File: src/rtl/hazard_stall_ctrl_if.sv
// ----------------------------------------------------------------------------
// hazard_stall_ctrl_if
//   Bundles the DEC-stage operand info, the EX/MEM writer info, the redirect
//   request and the resulting pipeline hold/bubble controls and counters
//   exchanged between the pipeline datapath and hazard_stall_ctrl.
//
//   slave  : the hazard controller (consumes operand/writer info, drives controls)
//   master : the pipeline side (drives operand/writer info, consumes controls)
//
//   Signals
//     RsIn, RtIn, UseRsIn, UseRtIn        DEC-stage source operands
//     DECEX_RegDst/RegWrite/MemRead       instruction currently in EX
//     EXMEM_RegDst/RegWrite               instruction currently in MEM
//     RedirectIn                          taken branch/jump/jr resolved in EX
//     PCWrite, IFDEC_write, IFDEC_flush,
//     DECEX_stall                         pipeline register controls
//     StallCount, FlushCount              saturating performance counters
// ----------------------------------------------------------------------------
interface hazard_stall_ctrl_if;
    logic [4:0]  RsIn;
    logic [4:0]  RtIn;
    logic        UseRsIn;
    logic        UseRtIn;
    logic [4:0]  DECEX_RegDst;
    logic        DECEX_RegWrite;
    logic        DECEX_MemRead;
    logic [4:0]  EXMEM_RegDst;
    logic        EXMEM_RegWrite;
    logic        RedirectIn;
    logic        PCWrite;
    logic        IFDEC_write;
    logic        IFDEC_flush;
    logic        DECEX_stall;
    logic [31:0] StallCount;
    logic [31:0] FlushCount;

    modport slave (
        input  RsIn, RtIn, UseRsIn, UseRtIn,
        input  DECEX_RegDst, DECEX_RegWrite, DECEX_MemRead,
        input  EXMEM_RegDst, EXMEM_RegWrite,
        input  RedirectIn,
        output PCWrite, IFDEC_write, IFDEC_flush, DECEX_stall,
        output StallCount, FlushCount
    );

    modport master (
        output RsIn, RtIn, UseRsIn, UseRtIn,
        output DECEX_RegDst, DECEX_RegWrite, DECEX_MemRead,
        output EXMEM_RegDst, EXMEM_RegWrite,
        output RedirectIn,
        input  PCWrite, IFDEC_write, IFDEC_flush, DECEX_stall,
        input  StallCount, FlushCount
    );
endinterface

File: src/rtl/hazard_stall_ctrl.sv
// ----------------------------------------------------------------------------
// hazard_stall_ctrl
//   Produces the hold/bubble controls for the IF/DEC and DEC/EX pipeline
//   registers. Detects RAW hazards between the DEC instruction and older
//   in-flight writers, squashes wrong-path instructions after a redirect via a
//   small flush state machine, and keeps saturating stall/flush cycle counters.
//
//   Parameters
//     FORWARDING   1: stall only on load-use; 0: stall on any EX/MEM writer
//     FLUSH_CYCLES cycles IFDEC_flush is held per redirect (1..7)
//
//   Ports
//     Clk    system clock, all state on posedge
//     Reset  synchronous, active-high
//     bus    hazard_stall_ctrl_if.slave (operand/writer info in, controls out)
//
//   Controls are combinational from state and inputs, so a hazard or redirect
//   takes effect in the same cycle it is presented.
// ----------------------------------------------------------------------------
module hazard_stall_ctrl #(
    parameter int FORWARDING   = 1,
    parameter int FLUSH_CYCLES = 1
) (
    input  logic                 Clk,
    input  logic                 Reset,
    hazard_stall_ctrl_if.slave   bus
);

    typedef enum logic {RUN, FLUSH} state_t;

    localparam logic [2:0] FLUSH_LOAD = 3'(FLUSH_CYCLES - 1);

    state_t      state;
    logic [2:0]  flushCnt;
    logic [31:0] stallCntQ;
    logic [31:0] flushCntQ;

    logic matchExRs, matchExRt, matchMemRs, matchMemRt;
    logic hazRs, hazRt, haz;
    logic pcWrite, ifdecWrite, ifdecFlush, decexStall;
    logic stallInc, flushInc;

    function automatic logic [31:0] satInc(input logic [31:0] v);
        return (v == 32'hFFFF_FFFF) ? v : v + 32'd1;
    endfunction

    // Register $0 is hard-wired to zero, so it never creates a dependency.
    assign matchExRs  = bus.DECEX_RegWrite && (bus.DECEX_RegDst == bus.RsIn) && (bus.RsIn != 5'd0);
    assign matchExRt  = bus.DECEX_RegWrite && (bus.DECEX_RegDst == bus.RtIn) && (bus.RtIn != 5'd0);
    assign matchMemRs = bus.EXMEM_RegWrite && (bus.EXMEM_RegDst == bus.RsIn) && (bus.RsIn != 5'd0);
    assign matchMemRt = bus.EXMEM_RegWrite && (bus.EXMEM_RegDst == bus.RtIn) && (bus.RtIn != 5'd0);

    // With forwarding, only a load in EX is too late to forward from.
    // WB-stage writers are never hazards: the register file writes first-half.
    always_comb begin
        if (FORWARDING != 0) begin
            hazRs = bus.UseRsIn && matchExRs && bus.DECEX_MemRead;
            hazRt = bus.UseRtIn && matchExRt && bus.DECEX_MemRead;
        end else begin
            hazRs = bus.UseRsIn && (matchExRs || matchMemRs);
            hazRt = bus.UseRtIn && (matchExRt || matchMemRt);
        end
    end

    assign haz = hazRs || hazRt;

    // Redirect outranks a hazard: the stalled instruction is wrong-path anyway.
    // During FLUSH only bubbles are in flight, so haz/RedirectIn are ignored.
    always_comb begin
        pcWrite    = 1'b1;
        ifdecWrite = 1'b1;
        ifdecFlush = 1'b0;
        decexStall = 1'b0;
        stallInc   = 1'b0;
        flushInc   = 1'b0;
        if (!Reset) begin
            if (state == FLUSH || bus.RedirectIn) begin
                ifdecFlush = 1'b1;
                decexStall = 1'b1;
                flushInc   = 1'b1;
            end else if (haz) begin
                pcWrite    = 1'b0;
                ifdecWrite = 1'b0;
                decexStall = 1'b1;
                stallInc   = 1'b1;
            end
        end
    end

    always_ff @(posedge Clk) begin
        if (Reset) begin
            state     <= RUN;
            flushCnt  <= 3'd0;
            stallCntQ <= 32'd0;
            flushCntQ <= 32'd0;
        end else begin
            case (state)
                RUN: begin
                    if (bus.RedirectIn && FLUSH_CYCLES > 1) begin
                        flushCnt <= FLUSH_LOAD;
                        state    <= FLUSH;
                    end
                end
                FLUSH: begin
                    flushCnt <= flushCnt - 3'd1;
                    if (flushCnt == 3'd1)
                        state <= RUN;
                end
                default: state <= RUN;
            endcase
            if (stallInc)
                stallCntQ <= satInc(stallCntQ);
            if (flushInc)
                flushCntQ <= satInc(flushCntQ);
        end
    end

    assign bus.PCWrite     = pcWrite;
    assign bus.IFDEC_write = ifdecWrite;
    assign bus.IFDEC_flush = ifdecFlush;
    assign bus.DECEX_stall = decexStall;
    assign bus.StallCount  = stallCntQ;
    assign bus.FlushCount  = flushCntQ;

endmodule
File: src/flat_wrapper.sv
// flat-port wrapper written by rule: the top's interface ports become plain ports
module hazard_stall_ctrl_flat 
#(
    parameter int FORWARDING   = 1,
    parameter int FLUSH_CYCLES = 1
)
  (Clk, Reset, bus_RsIn, bus_RtIn, bus_UseRsIn, bus_UseRtIn, bus_DECEX_RegDst, bus_DECEX_RegWrite, bus_DECEX_MemRead, bus_EXMEM_RegDst, bus_EXMEM_RegWrite, bus_RedirectIn, bus_PCWrite, bus_IFDEC_write, bus_IFDEC_flush, bus_DECEX_stall, bus_StallCount, bus_FlushCount);
  hazard_stall_ctrl_if bus_i ();
  input  logic Clk;
  input  logic Reset;
  input wire logic [$bits(bus_i.RsIn)-1:0] bus_RsIn;
  input wire logic [$bits(bus_i.RtIn)-1:0] bus_RtIn;
  input wire logic [$bits(bus_i.UseRsIn)-1:0] bus_UseRsIn;
  input wire logic [$bits(bus_i.UseRtIn)-1:0] bus_UseRtIn;
  input wire logic [$bits(bus_i.DECEX_RegDst)-1:0] bus_DECEX_RegDst;
  input wire logic [$bits(bus_i.DECEX_RegWrite)-1:0] bus_DECEX_RegWrite;
  input wire logic [$bits(bus_i.DECEX_MemRead)-1:0] bus_DECEX_MemRead;
  input wire logic [$bits(bus_i.EXMEM_RegDst)-1:0] bus_EXMEM_RegDst;
  input wire logic [$bits(bus_i.EXMEM_RegWrite)-1:0] bus_EXMEM_RegWrite;
  input wire logic [$bits(bus_i.RedirectIn)-1:0] bus_RedirectIn;
  output wire logic [$bits(bus_i.PCWrite)-1:0] bus_PCWrite;
  output wire logic [$bits(bus_i.IFDEC_write)-1:0] bus_IFDEC_write;
  output wire logic [$bits(bus_i.IFDEC_flush)-1:0] bus_IFDEC_flush;
  output wire logic [$bits(bus_i.DECEX_stall)-1:0] bus_DECEX_stall;
  output wire logic [$bits(bus_i.StallCount)-1:0] bus_StallCount;
  output wire logic [$bits(bus_i.FlushCount)-1:0] bus_FlushCount;
  assign bus_i.RsIn = bus_RsIn;
  assign bus_i.RtIn = bus_RtIn;
  assign bus_i.UseRsIn = bus_UseRsIn;
  assign bus_i.UseRtIn = bus_UseRtIn;
  assign bus_i.DECEX_RegDst = bus_DECEX_RegDst;
  assign bus_i.DECEX_RegWrite = bus_DECEX_RegWrite;
  assign bus_i.DECEX_MemRead = bus_DECEX_MemRead;
  assign bus_i.EXMEM_RegDst = bus_EXMEM_RegDst;
  assign bus_i.EXMEM_RegWrite = bus_EXMEM_RegWrite;
  assign bus_i.RedirectIn = bus_RedirectIn;
  assign bus_PCWrite = bus_i.PCWrite;
  assign bus_IFDEC_write = bus_i.IFDEC_write;
  assign bus_IFDEC_flush = bus_i.IFDEC_flush;
  assign bus_DECEX_stall = bus_i.DECEX_stall;
  assign bus_StallCount = bus_i.StallCount;
  assign bus_FlushCount = bus_i.FlushCount;
  hazard_stall_ctrl #(.FORWARDING(FORWARDING), .FLUSH_CYCLES(FLUSH_CYCLES)) u_core (.Clk(Clk), .Reset(Reset), .bus(bus_i));
endmodule
File: config.mk
export PLATFORM = sky130hd
export DESIGN_NAME = hazard_stall_ctrl_flat
export DESIGN_NICKNAME = d
export VERILOG_FILES = /design/src/rtl/hazard_stall_ctrl_if.sv /design/src/rtl/hazard_stall_ctrl.sv /design/src/flat_wrapper.sv
export SDC_FILE = /design/constraint.sdc
export NUM_CORES = 1
export LEC_CHECK = 0
export CAP_MARGIN = 20
export CORE_MARGIN = 2
export CORE_UTILIZATION = 49
export CTS_CLUSTER_DIAMETER = 40
export DETAILED_ROUTE_END_ITERATION = 8
export GPL_TIMING_DRIVEN = 0
export PLACE_DENSITY = 0.84
export SLEW_MARGIN = 5
export SYNTH_ARGS = -nofsm -noshare
export SYNTH_HDL_FRONTEND = slang
export SYNTH_SLANG_ARGS = --single-unit
File: constraint.sdc
create_clock -name Clk -period 2.46 [get_ports Clk]
set_input_delay 0.492 -clock Clk [delete_from_list [all_inputs] [get_ports Clk]]
set_output_delay 0.492 -clock Clk [all_outputs]
set_load 0.02 [all_outputs]
==> flow_summary.yaml, run 1 <==
die:
  initial_core_util_pct: 49.9
  rows: 31
  die_h_um: 89.3
  io_pins: 96
  design.die.area_mm2: 0.00797
  core_region_area_mm2: 0.00714
  die_w_um: 89.3
pwr:
  pwr-share-clk_pct: 45.9
  switchingPower_mw: 0.529
  power_density_mw_per_mm2: 463
  peakVddDrop_mv: 0.330
  p_int_mw: 1.75
  p_total_mw: 2.28
  leakage_nw: 1.66
  switching_share_pct: 23.2
  comb_power_share_pct: 5.3
  seq_power_share_pct: 48.7
grt:
  grt_max_degree: 13
  grt_overflow: 0
  grt_pass1_vias: 3351
  grt_pass1_wl_mm: 15.8
  grt_usage_pct: 25.2
  antenna_found_initial: 0
placement:
  placed_cells: 613
  hpwl_mm: 6.92
  io_buffers: 89
  place.gp.congestion: 0.843
timing:
  final.min_clock_period_ns: 2.39
  tightest_slew_ns: 0.605
  timing.final.crit_share_pct: 97.3
  max_freq_mhz: 418
  hold_viol_final: 0
  relSlewSlack_pct: 59.3
  setup_viol: 0
  slew_violations: 0
  finalClockSkew_ns: 0.0119
setup_path:
  start_kind: "register"
  worstPathArrival_ns: 2.63
  critical_path_required_ns: 2.69
  path_class: "register to register"
  cp_max_fo: 10
  endpoint_kind: "register"
clock_network:
  cts_hold_buf: 0
  htree_levels: 3
  root_buffer: "clkbuf_8"
  cts.reportedPaths.clkPinSlew_ns: 0.08
  clock-sinks: 68
  cts_buffers: 9
  clock_latency_ns: 0.36
  tritoncts: "built"
  clockBufferDepth: 2
finish:
  layout_commonest_cell: "dfxtp_1"
  area_growth_pct: 38.2
  final_cell_mix: "dfxtp_1 (66), clkdlybuf4s50_1 (65), nor2_1 (46)"
  drive_gt1_share_pct: 15.3
  stdcell_count: 635
  final_nets: 563
  antenna_cells: 0
  fillers: 578
status:
  status: "complete, no violations"
yosys:
  synth-main-ff-cell: "dfxtp_1"
  synthArstFlopShare_pct: 0
  yosys_register_bits: 68
  ys_warn_count: 0
  avgSynthCellArea_um2: 8.38
  ys_types: 47
  synth_area_mm2: 0.00356
  synth_nets: 457
  yosysSeqAreaShare_pct: 38.2
  synth-edff-count: 0
  syn_inst: 425
routing:
  dr.pass1.iters: 6
  vias: 3693
  wire_per_inst_um: 15.6
  wl_mm: 9.92
  vias_per_cell: 5.82
  drt_iter0_markers: 202
  drcViolationCount: 0
  ant_nets: 0
worst_hold_path:
  hp-class: "register to register"
job:
  maxCapViolCount: 0
-- stage by stage --
| step | worst slack (ns) | hold WS, ns | area (um^2) | utilization (%) | TNS [ns] |
|---|---|---|---|---|---|
| floorplan | 0.00237 | 0.456 | 3560 | - | 0 |
| global placement | -1.29 | 0.466 | 4580 | 64.1 | -24.01 |
| detailed placement | -1.30 | 0.493 | 4580 | 64.1 | -26.43 |
| CTS | -0.0304 | 0.503 | 4910 | 68.8 | -0.0304 |
| global route | -0.0153 | 0.531 | 4920 | 69.0 | -0.0541 |
| finish | 0.0676 | 0.501 | 4920 | 69.0 | 0 |
-- final timing paths --
path | from | to | slack, ns | cells past startpoint
max reg2reg | u_core.bus.FlushCount[0]$_SDFFE_PP0P_ | u_core.bus.FlushCount[25]$_SDFFE_PP0P_ | 0.07 | 8
min reg2reg | u_core.flushCnt[1]$_SDFFE_PP0P_ | u_core.flushCnt[1]$_SDFFE_PP0P_ | 0.50 | 2
max | u_core.bus.FlushCount[0]$_SDFFE_PP0P_ | u_core.bus.FlushCount[25]$_SDFFE_PP0P_ | 0.07 | 8
min | u_core.flushCnt[1]$_SDFFE_PP0P_ | u_core.flushCnt[1]$_SDFFE_PP0P_ | 0.50 | 2
-- sequential cells by signal, indices dropped and copies added (netlist names) --
signal,count
u_core.state,1
u_core.bus.StallCount,32
u_core.bus.FlushCount,32
u_core.flushCnt,3
-- final cells by class --
type	count	area (um^2)	share of cell area, %
inverter	7	26.3	0.534
clock inverter	6	87.6	1.78
multi-input combinational	331	2200	44.7
sequential	68	1360	27.7
tap	99	124	2.52
clock buffer	10	138	2.80
buffer	18	90.1	1.83
timing repair buffer	96	892	18.1
-- power by group through the flow --
stage	combinational [mW]	clock, mW	sequential, mW
floorplan	0.0442	0	1.14
global placement	0.110	0	1.13
detailed placement	0.113	0	1.13
CTS	0.117	1.04	1.11
global route	0.131	1.10	1.11
finish	0.121	1.05	1.11
-- metal layers --
metal  vias to the layer above  share of wire (%)  global-route usage, %
li1                       1761                  -                      -
met1                      1742                 39                   30.3
met2                       166                 52                   45.6
met3                        24                6.6                   3.79
met4                         0                1.9                   8.55
met5                         -                  0                      0
-- cells by family (layout without fill, tap and decap cells) --
kind of cell | Yosys count | after routing | synth area share, %
and+or+nand+nor | 222 | 222 | 35.1
DFF | 68 | 68 | 38.2
AOI/OAI and AO/OA | 57 | 57 | 9.69
xor gates and xnor gates | 39 | 39 | 9.59
buffers and inverters | 26 | 137 | 3.13
muxes | 9 | 9 | 2.85
adders and majority gates | 4 | 4 | 1.41
-- repair_timing --
item                       CTS  global route
buffers inserted             6             1
setup endpoints to repair   43            31
resized for setup           70            25
pin swaps                   13            10
-- synth_stat cells, drive strengths merged (10+ instances only) --
| cell | n | area, um^2 |
|---|---|---|
| dfxtp | 68 | 1360 |
| nor2 | 48 | 180 |
| nand2 | 31 | 116 |
| nand4 | 27 | 181 |
| nand3 | 22 | 110 |
| xor2 | 20 | 175 |
| a21oi | 19 | 95.1 |
| xnor2 | 19 | 166 |
| o21ai | 18 | 90.1 |
| or3 | 16 | 105 |
| nor3 | 15 | 75.1 |
| nor4 | 13 | 103 |
| buf | 10 | 51.3 |
-- critical path, stage by stage (launching register included) --
cell      delay (ns)
dfxtp_2         0.41
ha_1            0.25
and4_1          0.21
and4b_2         0.24
or4b_1          0.51
clkbuf_2        0.24
nand4_1         0.18
xor2_1          0.18
nor2_1          0.06
Note: power is estimated with default switching activity, not from simulation.
==> inputs of run 2 (changes only) <==
Settings changed: CORE_MARGIN 2 to 8.
==> run 2 against run 1 <==
  * Critical path depth shrank 1
  * Register-to-register slack lost 0.05 ns
  * Sequential share of layout area fell by 0.33 points
  * Clock-buffer cell count is the same
  * Cell count is 0.31% higher
  * Fmax fell by 2.2%
  * Global-route usage down 4.8 points
  * Via count shrank 1.1%
  * Critical path type unchanged
==> flow_summary.yaml, run 2 (synthesis results as in run 1) <==
finish:
  final_nets: 565
  drive_gt1_share_pct: 14.5
  utilization_pct: 69.8
  area_growth_pct: 39.9
  stdcell_count: 637
  final_cell_mix: "clkdlybuf4s50_1 (66), dfxtp_1 (66), nor2_1 (46)"
  design_area_mm2: 0.00498
  antenna_cells: 0
routing:
  vias_per_cell: 5.73
  wl_mm: 10.5
  ant_nets: 0
  wire_per_inst_um: 16.4
  dr.pass1.iters: 4
  vias: 3653
  drt_iter0_markers: 188
  drcViolationCount: 0
setup_path:
  path_cells: "and4_1 > buf_2 > nand4_1 > nor4_2 > nor3_1 > xnor2_1 > nor2_1"
  reg2reg_depth: 7
  cp_max_fo: 10
  slowest_stage: "nor4_2"
  critical_path_required_ns: 2.67
  endpoint_kind: "register"
  cpPeakStageDelay_ns: 0.82
  start_kind: "register"
  path_class: "register to register"
  worstPathArrival_ns: 2.66
placement:
  place_area_mm2: 0.00458
  hpwl_mm: 7.51
  place.gp.congestion: 0.901
  io_buffers: 89
  placed_cells: 613
status:
  status: "complete, no violations"
pwr:
  leakage_nw: 1.69
  p_int_mw: 1.86
  switching_share_pct: 22.1
  power_density_mw_per_mm2: 479
  pwr-share-clk_pct: 48.0
  seq_power_share_pct: 46.5
  comb_power_share_pct: 5.5
  peakVddDrop_mv: 0.339
  switchingPower_mw: 0.528
grt:
  grt_pass1_vias: 3572
  grt_usage_pct: 20.4
  grt_max_degree: 13
  antenna_found_initial: 0
  grt_overflow: 0
  grt_pass1_wl_mm: 17.0
clock_network:
  clock-sinks: 68
  cts.reportedPaths.clkPinSlew_ns: 0.08
  cts_hold_buf: 0
  clock_latency_ns: 0.35
  cts_buffers: 9
  htree_levels: 3
  clockBufferDepth: 2
  root_buffer: "clkbuf_8"
  tritoncts: "built"
timing:
  rsz0062_at_grt: "true"
  hold_viol_final: 0
  timing.final.crit_share_pct: 99.4
  slew_violations: 0
  max_freq_mhz: 409
  final.min_clock_period_ns: 2.45
  setup_viol: 0
  tightest_slew_ns: 1.02
  finalClockSkew_ns: 0.0122
  relSlewSlack_pct: 31.7
die:
  die_h_um: 101
  initial_core_util_pct: 49.9
  io_pins: 96
  rows: 31
  design.die.area_mm2: 0.0103
  die_w_um: 101
  core_region_area_mm2: 0.00714
job:
  maxCapViolCount: 0
worst_hold_path:
  hp-class: "register to register"
  hold_depth: 2
[run 2: cell types whose count changed in the layout (fill, tap and decap cells not counted), sizes merged]
cell           before  now
clkinvlp            3    1
bufinv              2    3
clkinv              1    2
dlymetal6s2s        1    2
dlygate4sd2         7    9
clkdlybuf4s50      65   66
clkbuf             25   23
[run 2: path summary, 6_finish.rpt]
kind / slack (ns) / end / startpoint
worst max-delay path: 0.01 / u_core.bus.FlushCount[10]$_SDFFE_PP0P_ / u_core.bus.FlushCount[18]$_SDFFE_PP0P_
worst min-delay path: 0.50 / u_core.flushCnt[1]$_SDFFE_PP0P_ / u_core.flushCnt[1]$_SDFFE_PP0P_
worst max register to register: 0.01 / u_core.bus.FlushCount[10]$_SDFFE_PP0P_ / u_core.bus.FlushCount[18]$_SDFFE_PP0P_
worst min register to register: 0.50 / u_core.flushCnt[1]$_SDFFE_PP0P_ / u_core.flushCnt[1]$_SDFFE_PP0P_
[run 2: metal layers]
layer	part of all wire (%)	global-route usage, %	wire length [um]	vias to the layer above
met5	0	0	0	-
met4	2.5	9.51	259	0
met3	5.0	4.12	528	22
met2	51	36.8	5360	101
met1	41	22.3	4310	1763
li1	-	-	-	1767
[run 2: timing repair]
action	in CTS	in global routing
pin swaps	9	10
setup buffers	6	4
endpoints found under the hold margin	0	0
setup endpoints to repair	46	35
gates resized for setup	58	26
[run 2: final cells by class]
| cell class | instances | area (um^2) |
|---|---|---|
| clock inverter | 6 | 111 |
| sequential | 68 | 1360 |
| timing repair buffer | 99 | 941 |
| fill | 579 | 2150 |
| clock buffer | 10 | 138 |
| tap | 99 | 124 |
| buffer | 17 | 82.6 |
| inverter | 7 | 26.3 |
| multi-input combinational | 331 | 2200 |
[run 2: power by group through the flow]
| stage | logic [mW] | registers (mW) | clock network [mW] |
|---|---|---|---|
| floorplan | 0.0442 | 1.14 | 0 |
| CTS | 0.118 | 1.11 | 1.16 |
| global route | 0.142 | 1.11 | 1.21 |
| global placement | 0.110 | 1.13 | 0 |
| finish | 0.131 | 1.11 | 1.15 |
| detailed placement | 0.113 | 1.13 | 0 |
[run 2: metrics by stage]
step	setup TNS, ns	setup slack [ns]	hold WS, ns	power, mW
finish	0	0.0142	0.498	2.39
global route	-1.66	-0.162	0.502	2.46
CTS	-0.109	-0.109	0.485	2.39
detailed placement	-27.37	-1.28	0.475	1.25
global placement	-24.59	-1.28	0.465	1.24
floorplan	0	0.00237	0.456	1.18
[run 2: worst max-delay path: cells and delay by family (launching register included)]
family	cells	cell delay, ns
flops	1	0.42
buf+inv	1	0.17
xor+xnor	1	0.21
simple gates	5	1.50
